`src/rtl/hazard_forward_scoreboard.sv`:
```
// Hazard, forwarding and multi-cycle MD scoreboard for the 5-stage CPU.
// Sits beside the control unit between ID and EX.
//
// Ports:
//   clk, rst                      clock, async active-high reset
//   id_valid, id_rs, id_rt,
//   id_rs_used, id_rt_used,
//   id_is_md                      ID-stage instruction info
//   ex_RegWrite, ex_MemRead,
//   ex_RegisterRd                 EX-stage producer info (load-use)
//   exe_Rs, exe_Rt                EX-stage source indices (forwarding)
//   mem_/wb_RegWrite, _RegisterRd MEM/WB producers
//   md_start, md_rd               MD issue from EX
//   ForwardA, ForwardB            00 regfile, 01 WB, 10 MEM, 11 MD
//   stall_if_id, bubble_id_ex     hold IF/ID, inject NOP into ID/EX
//   md_busy, md_wb_valid, md_wb_rd  scoreboard status (registered)
// Optional: define HAZARD_PERF_CNT_EN to add perf_lu_stalls,
//   perf_md_stalls and perf_fwd_events (32-bit saturating counters).
module hazard_forward_scoreboard #(
    parameter int REG_ADDR_W = 5,
    parameter int MD_LATENCY = 4
) (
    input  logic                  clk,
    input  logic                  rst,
    input  logic                  id_valid,
    input  logic [REG_ADDR_W-1:0] id_rs,
    input  logic [REG_ADDR_W-1:0] id_rt,
    input  logic                  id_rs_used,
    input  logic                  id_rt_used,
    input  logic                  id_is_md,
    input  logic                  ex_RegWrite,
    input  logic                  ex_MemRead,
    input  logic [REG_ADDR_W-1:0] ex_RegisterRd,
    input  logic [REG_ADDR_W-1:0] exe_Rs,
    input  logic [REG_ADDR_W-1:0] exe_Rt,
    input  logic                  mem_RegWrite,
    input  logic                  wb_RegWrite,
    input  logic [REG_ADDR_W-1:0] mem_RegisterRd,
    input  logic [REG_ADDR_W-1:0] wb_RegisterRd,
    input  logic                  md_start,
    input  logic [REG_ADDR_W-1:0] md_rd,
    output logic [1:0]            ForwardA,
    output logic [1:0]            ForwardB,
    output logic                  stall_if_id,
    output logic                  bubble_id_ex,
    output logic                  md_busy,
    output logic                  md_wb_valid,
    output logic [REG_ADDR_W-1:0] md_wb_rd
`ifdef HAZARD_PERF_CNT_EN
    ,
    output logic [31:0]           perf_lu_stalls,
    output logic [31:0]           perf_md_stalls,
    output logic [31:0]           perf_fwd_events
`endif
);

    localparam logic [REG_ADDR_W-1:0] ZERO = '0;
    localparam logic [3:0] LOAD = 4'(MD_LATENCY - 1);

    typedef enum logic [1:0] {
        IDLE = 2'b00,
        BUSY = 2'b01,
        DONE = 2'b10
    } md_state_t;

    md_state_t  state;
    logic [3:0] cnt;

    // Scoreboard FSM; md_busy/md_wb_valid are registered copies of the
    // next state so they line up exactly with BUSY/DONE.
    always_ff @(posedge clk or posedge rst) begin
        if (rst) begin
            state       <= IDLE;
            cnt         <= 4'd0;
            md_wb_rd    <= ZERO;
            md_busy     <= 1'b0;
            md_wb_valid <= 1'b0;
        end else begin
            md_busy     <= 1'b0;
            md_wb_valid <= 1'b0;
            unique case (state)
                IDLE: begin
                    if (md_start) begin
                        state    <= BUSY;
                        cnt      <= LOAD;
                        md_wb_rd <= md_rd;
                        md_busy  <= 1'b1;
                    end
                end
                BUSY: begin
                    // md_start here is ignored; the MD hazard stalls it
                    cnt <= cnt - 4'd1;
                    if (cnt == 4'd1) begin
                        state       <= DONE;
                        md_wb_valid <= 1'b1;
                    end else begin
                        md_busy <= 1'b1;
                    end
                end
                DONE: begin
                    // back-to-back issue reloads without an IDLE gap
                    if (md_start) begin
                        state    <= BUSY;
                        cnt      <= LOAD;
                        md_wb_rd <= md_rd;
                        md_busy  <= 1'b1;
                    end else begin
                        state <= IDLE;
                    end
                end
                default: state <= IDLE;
            endcase
        end
    end

    logic md_a, md_b, mem_a, mem_b, wb_a, wb_b;

    always_comb begin
        md_a  = md_wb_valid && (md_wb_rd != ZERO) && (md_wb_rd == exe_Rs);
        md_b  = md_wb_valid && (md_wb_rd != ZERO) && (md_wb_rd == exe_Rt);
        mem_a = mem_RegWrite && (mem_RegisterRd != ZERO)
                && (mem_RegisterRd == exe_Rs);
        mem_b = mem_RegWrite && (mem_RegisterRd != ZERO)
                && (mem_RegisterRd == exe_Rt);
        wb_a  = wb_RegWrite && (wb_RegisterRd != ZERO)
                && (wb_RegisterRd == exe_Rs);
        wb_b  = wb_RegWrite && (wb_RegisterRd != ZERO)
                && (wb_RegisterRd == exe_Rt);
    end

    always_comb begin
        ForwardA = 2'b00;
        if (!rst) begin
            if (md_a)       ForwardA = 2'b11;
            else if (mem_a) ForwardA = 2'b10;
            else if (wb_a)  ForwardA = 2'b01;
        end
    end

    always_comb begin
        ForwardB = 2'b00;
        if (!rst) begin
            if (md_b)       ForwardB = 2'b11;
            else if (mem_b) ForwardB = 2'b10;
            else if (wb_b)  ForwardB = 2'b01;
        end
    end

    logic lu_hazard, md_dep, md_hazard, hazard;

    always_comb begin
        lu_hazard = id_valid && ex_MemRead && ex_RegWrite
                    && (ex_RegisterRd != ZERO)
                    && ((id_rs_used && (id_rs == ex_RegisterRd))
                     || (id_rt_used && (id_rt == ex_RegisterRd)));
        md_dep    = (md_wb_rd != ZERO)
                    && ((id_rs_used && (id_rs == md_wb_rd))
                     || (id_rt_used && (id_rt == md_wb_rd)));
        md_hazard = id_valid && md_busy && (id_is_md || md_dep);
        hazard    = !rst && (lu_hazard || md_hazard);
    end

    assign stall_if_id  = hazard;
    assign bubble_id_ex = hazard;

`ifdef HAZARD_PERF_CNT_EN
    logic fwd_event;
    assign fwd_event = (ForwardA != 2'b00) || (ForwardB != 2'b00);

    always_ff @(posedge clk or posedge rst) begin
        if (rst) begin
            perf_lu_stalls  <= 32'd0;
            perf_md_stalls  <= 32'd0;
            perf_fwd_events <= 32'd0;
        end else begin
            if (lu_hazard && !(&perf_lu_stalls))
                perf_lu_stalls <= perf_lu_stalls + 32'd1;
            if (md_hazard && !(&perf_md_stalls))
                perf_md_stalls <= perf_md_stalls + 32'd1;
            if (fwd_event && !(&perf_fwd_events))
                perf_fwd_events <= perf_fwd_events + 32'd1;
        end
    end
`endif

endmodule

```
`config.mk`:
```
export PLATFORM = sky130hd
export DESIGN_NAME = hazard_forward_scoreboard
export DESIGN_NICKNAME = d
export VERILOG_FILES = /design/src/rtl/hazard_forward_scoreboard.sv
export SDC_FILE = /design/constraint.sdc
export NUM_CORES = 1
export LEC_CHECK = 0
export ABC_AREA = 1
export CORE_MARGIN = 1
export CORE_UTILIZATION = 33
export DETAILED_ROUTE_END_ITERATION = 8
export PLACE_DENSITY = 0.77
export SYNTH_ARGS = -nofsm -noshare
export SYNTH_HDL_FRONTEND = slang
export SYNTH_SLANG_ARGS = --single-unit
```
`constraint.sdc`:
```
create_clock -name clk -period 2.3 [get_ports clk]
set_clock_uncertainty 0.05 [all_clocks]
set_input_delay 0.23 -clock clk [delete_from_list [all_inputs] [get_ports clk]]
set_output_delay 0.23 -clock clk [all_outputs]
set_load 0.05 [all_outputs]
```
==> out/results.txt <==
First-pass GRT wire length -> 6451 microns
Main synth FF type -> dfrtp_1
Postcts setup bufs -> 0
Layout overhead on the synthesized area -> 56.45%
CP max-delay cell -> dfrtp_1
I/O pins -> 64
Final Util -> 0.5349
Antenna viol nets, final -> 0
Grt total ovfl -> 0
Required @ worst endpoint -> 2.02 ns
Worst-skew pair later-pin latency -> 0.25 ns
Fmax -> 480.7 MHz
Post-Syn Area -> 0.001368 sq mm
Length of routed wiring on met1 -> 1725 microns
Syn. warnings -> 0
Clock Path Buffers -> 2
Floorplan row count -> 23
RSZ-0062 raised after global routing -> false
Post-cts resize count -> 0
Drt total wl -> 3813 microns
Register area share after synthesis -> 0.2379
H-tree level count -> 1
Leakage -> 0.0009886 uW
IR Drop Worst-Case VDD -> 0.5678 mV
Share of cells above drive strength 1 -> 0.07194
GRT Total Usage -> 0.1867
Startpoint types -> flip-flop
Initial Util -> 0.3419
Seq cells post-synth -> 13
Final Slew Violations -> 0
Detailed Route Iter0 Violations -> 70
Hold_buf cts -> 0
Post-Syn Nets -> 269
Worst-Margin Slew -> 0.5318 ns
Sink Count -> 13
Vias -> 1524
Power per cell area -> 795.3 mW/mm^2
Max cap viols -> 0
Total core area -> 0.004000 sq mm
Min cycle time layout -> 2.080 ns
Mean Syn Cell Area -> 6.331 sq um
Layout Nets -> 332
Die area -> 0.004406 sq mm
Synth top cells by count -> nand2_1, inv_1, nor2_1, xnor2_1, dfrtp_1
Synth Instances -> 216
CP endpoint kind -> primary output
Pre-antenna DRT Iters -> 4
Final cycle utilization of the critical path -> 0.9045
Worst setup path class -> flip-flop to primary output
Slew HR -> 0.6444
Drt drc -> 0
Die Y-Extent -> 66.38 microns
Initial antenna violation count -> 0
Worst Hold Class -> flip-flop to flip-flop
Via-to-Cell Ratio -> 4.646
Port Buf Inserts -> 63
EDFF count, synth -> 0
Ant diodes -> 0
Top cells by area, synth -> dfrtp_1, nand2_1, xnor2_1
Critical path peak fanout -> 7
Met2 routed WL -> 1789 microns
Largest area contributor in the netlist -> dfrtp_1
Final TNS setup -> 0 ns
# setup viols final -> 0
Netlist cell types -> 21
Top-area cell type share of the netlist area -> 0.2379
Async SR Flop Fraction -> 1.000
Dpl cell area -> 0.002095 sq mm
Num CTS Buffers -> 3
Min Hold Slack -> 0.4567 ns
Routed length per placed instance -> 11.63 microns
Die Wd -> 66.38 microns
Top-count cell post-synth -> nand2_1
Post-route cell area -> 0.002140 sq mm
Routability cong. -> 0.8284
Status -> complete, no violations
Critical-path cell list -> xor2_1, nor3_1, nand4_1, a21oi_1, buf_12
Detailed placement HPWL -> 3224 microns
Vias in the first global route -> 1440
DR WL met3 -> 275 microns
CP peak stage delay -> 0.47 ns
Largest net degree at the start of global routing -> 14
Top delay family on crit path -> flip-flops
Clock transition at path regs -> 0.05 ns
CTS tree -> built
Worst EP arrival -> 1.80 ns
Highest Signal Layer -> met4
Final hold violations -> 0
Power consumption -> 1702 uW
Root buf cell -> clkbuf_8
CP Buf/Inv Count -> 1
path summary, 6_finish.rpt:
| check | end | slack [ns] | cells past startpoint | startpoint |
|---|---|---|---|---|
| min | cnt[1] | 0.46 | 2 | cnt[1] |
| max | ForwardA[0] | 0.22 | 5 | md_wb_rd[3] |
| max reg2reg | cnt[3] | 1.09 | 6 | state[0] |
| min reg2reg | cnt[1] | 0.46 | 2 | cnt[1] |
| max in group asynchronous | md_wb_rd[3] | 1.39 | 2 | rst |
| min in group asynchronous | md_wb_rd[2] | 0.47 | 2 | rst |
area by class of cell:
type	instances	area (sq um)
Timing Repair Buffer	63	690.7
Multi-Input combinational cell	164	888.4
Inverter	34	127.6
Sequential cell	13	325.3
Tap cell	50	62.56
Fill cell	385	1861
Clock buffer	4	45.04
per-stage QoR:
| step | std cells | worst slack (ns) |
|---|---|---|
| global route | 328 | 0.09909 |
| CTS | 328 | 0.2494 |
| floorplan | 216 | -0.002127 |
| detailed placement | 324 | 0.2817 |
| global placement | 324 | 0.2784 |
| finish | 328 | 0.2197 |
where the power goes:
group          total (uW)  switching (uW)  internal (uW)  leakage (uW)
clock network         205            82.7            123     0.0000228
logic                1030             628            406      0.000806
registers             462             129            333      0.000160
total                1700             839            862      0.000989
worst min-delay path, delay by kind of cell (launching register included):
family | cells | cell delay (ns)
AO/OA/AOI/OAI | 2 | 0.13
flip-flops | 1 | 0.34
kinds of logic (layout without fill, tap and decap cells):
| family | count (synthesis) | count (layout) | share of synthesized area |
|---|---|---|---|
| buf+inv | 39 | 101 | 0.1180 |
| fa+ha+maj | 2 | 2 | 0.01830 |
| xor+xnor | 30 | 30 | 0.1921 |
| simple gates | 103 | 103 | 0.3193 |
| compound gates | 29 | 29 | 0.1144 |
| flops | 13 | 13 | 0.2379 |
layout by cell type (no fill, tap or decap), drive strengths merged:
cell type	count
nor2	25
xor2	12
clkdlybuf4s50	57
nor3	6
a21oi	10
o22ai	6
xnor2	18
nand4	7
dfrtp	13
ha	2
o21ai	13
nand3	8
nand2	57
clkbuf	4
buf	6
inv	34
flip-flops by register name, summed over array words and instances (netlist names):
register	count
md_wb_rd	5
cnt	4
state	2
md_busy	1
md_wb_valid	1
layer usage:
metal,vias up,global-route usage
li1,802,-
met1,670,0.2412
met2,50,0.3278
met3,2,0.02414
met4,0,0.03989
met5,-,0
Power figures use the tool's default switching activity.
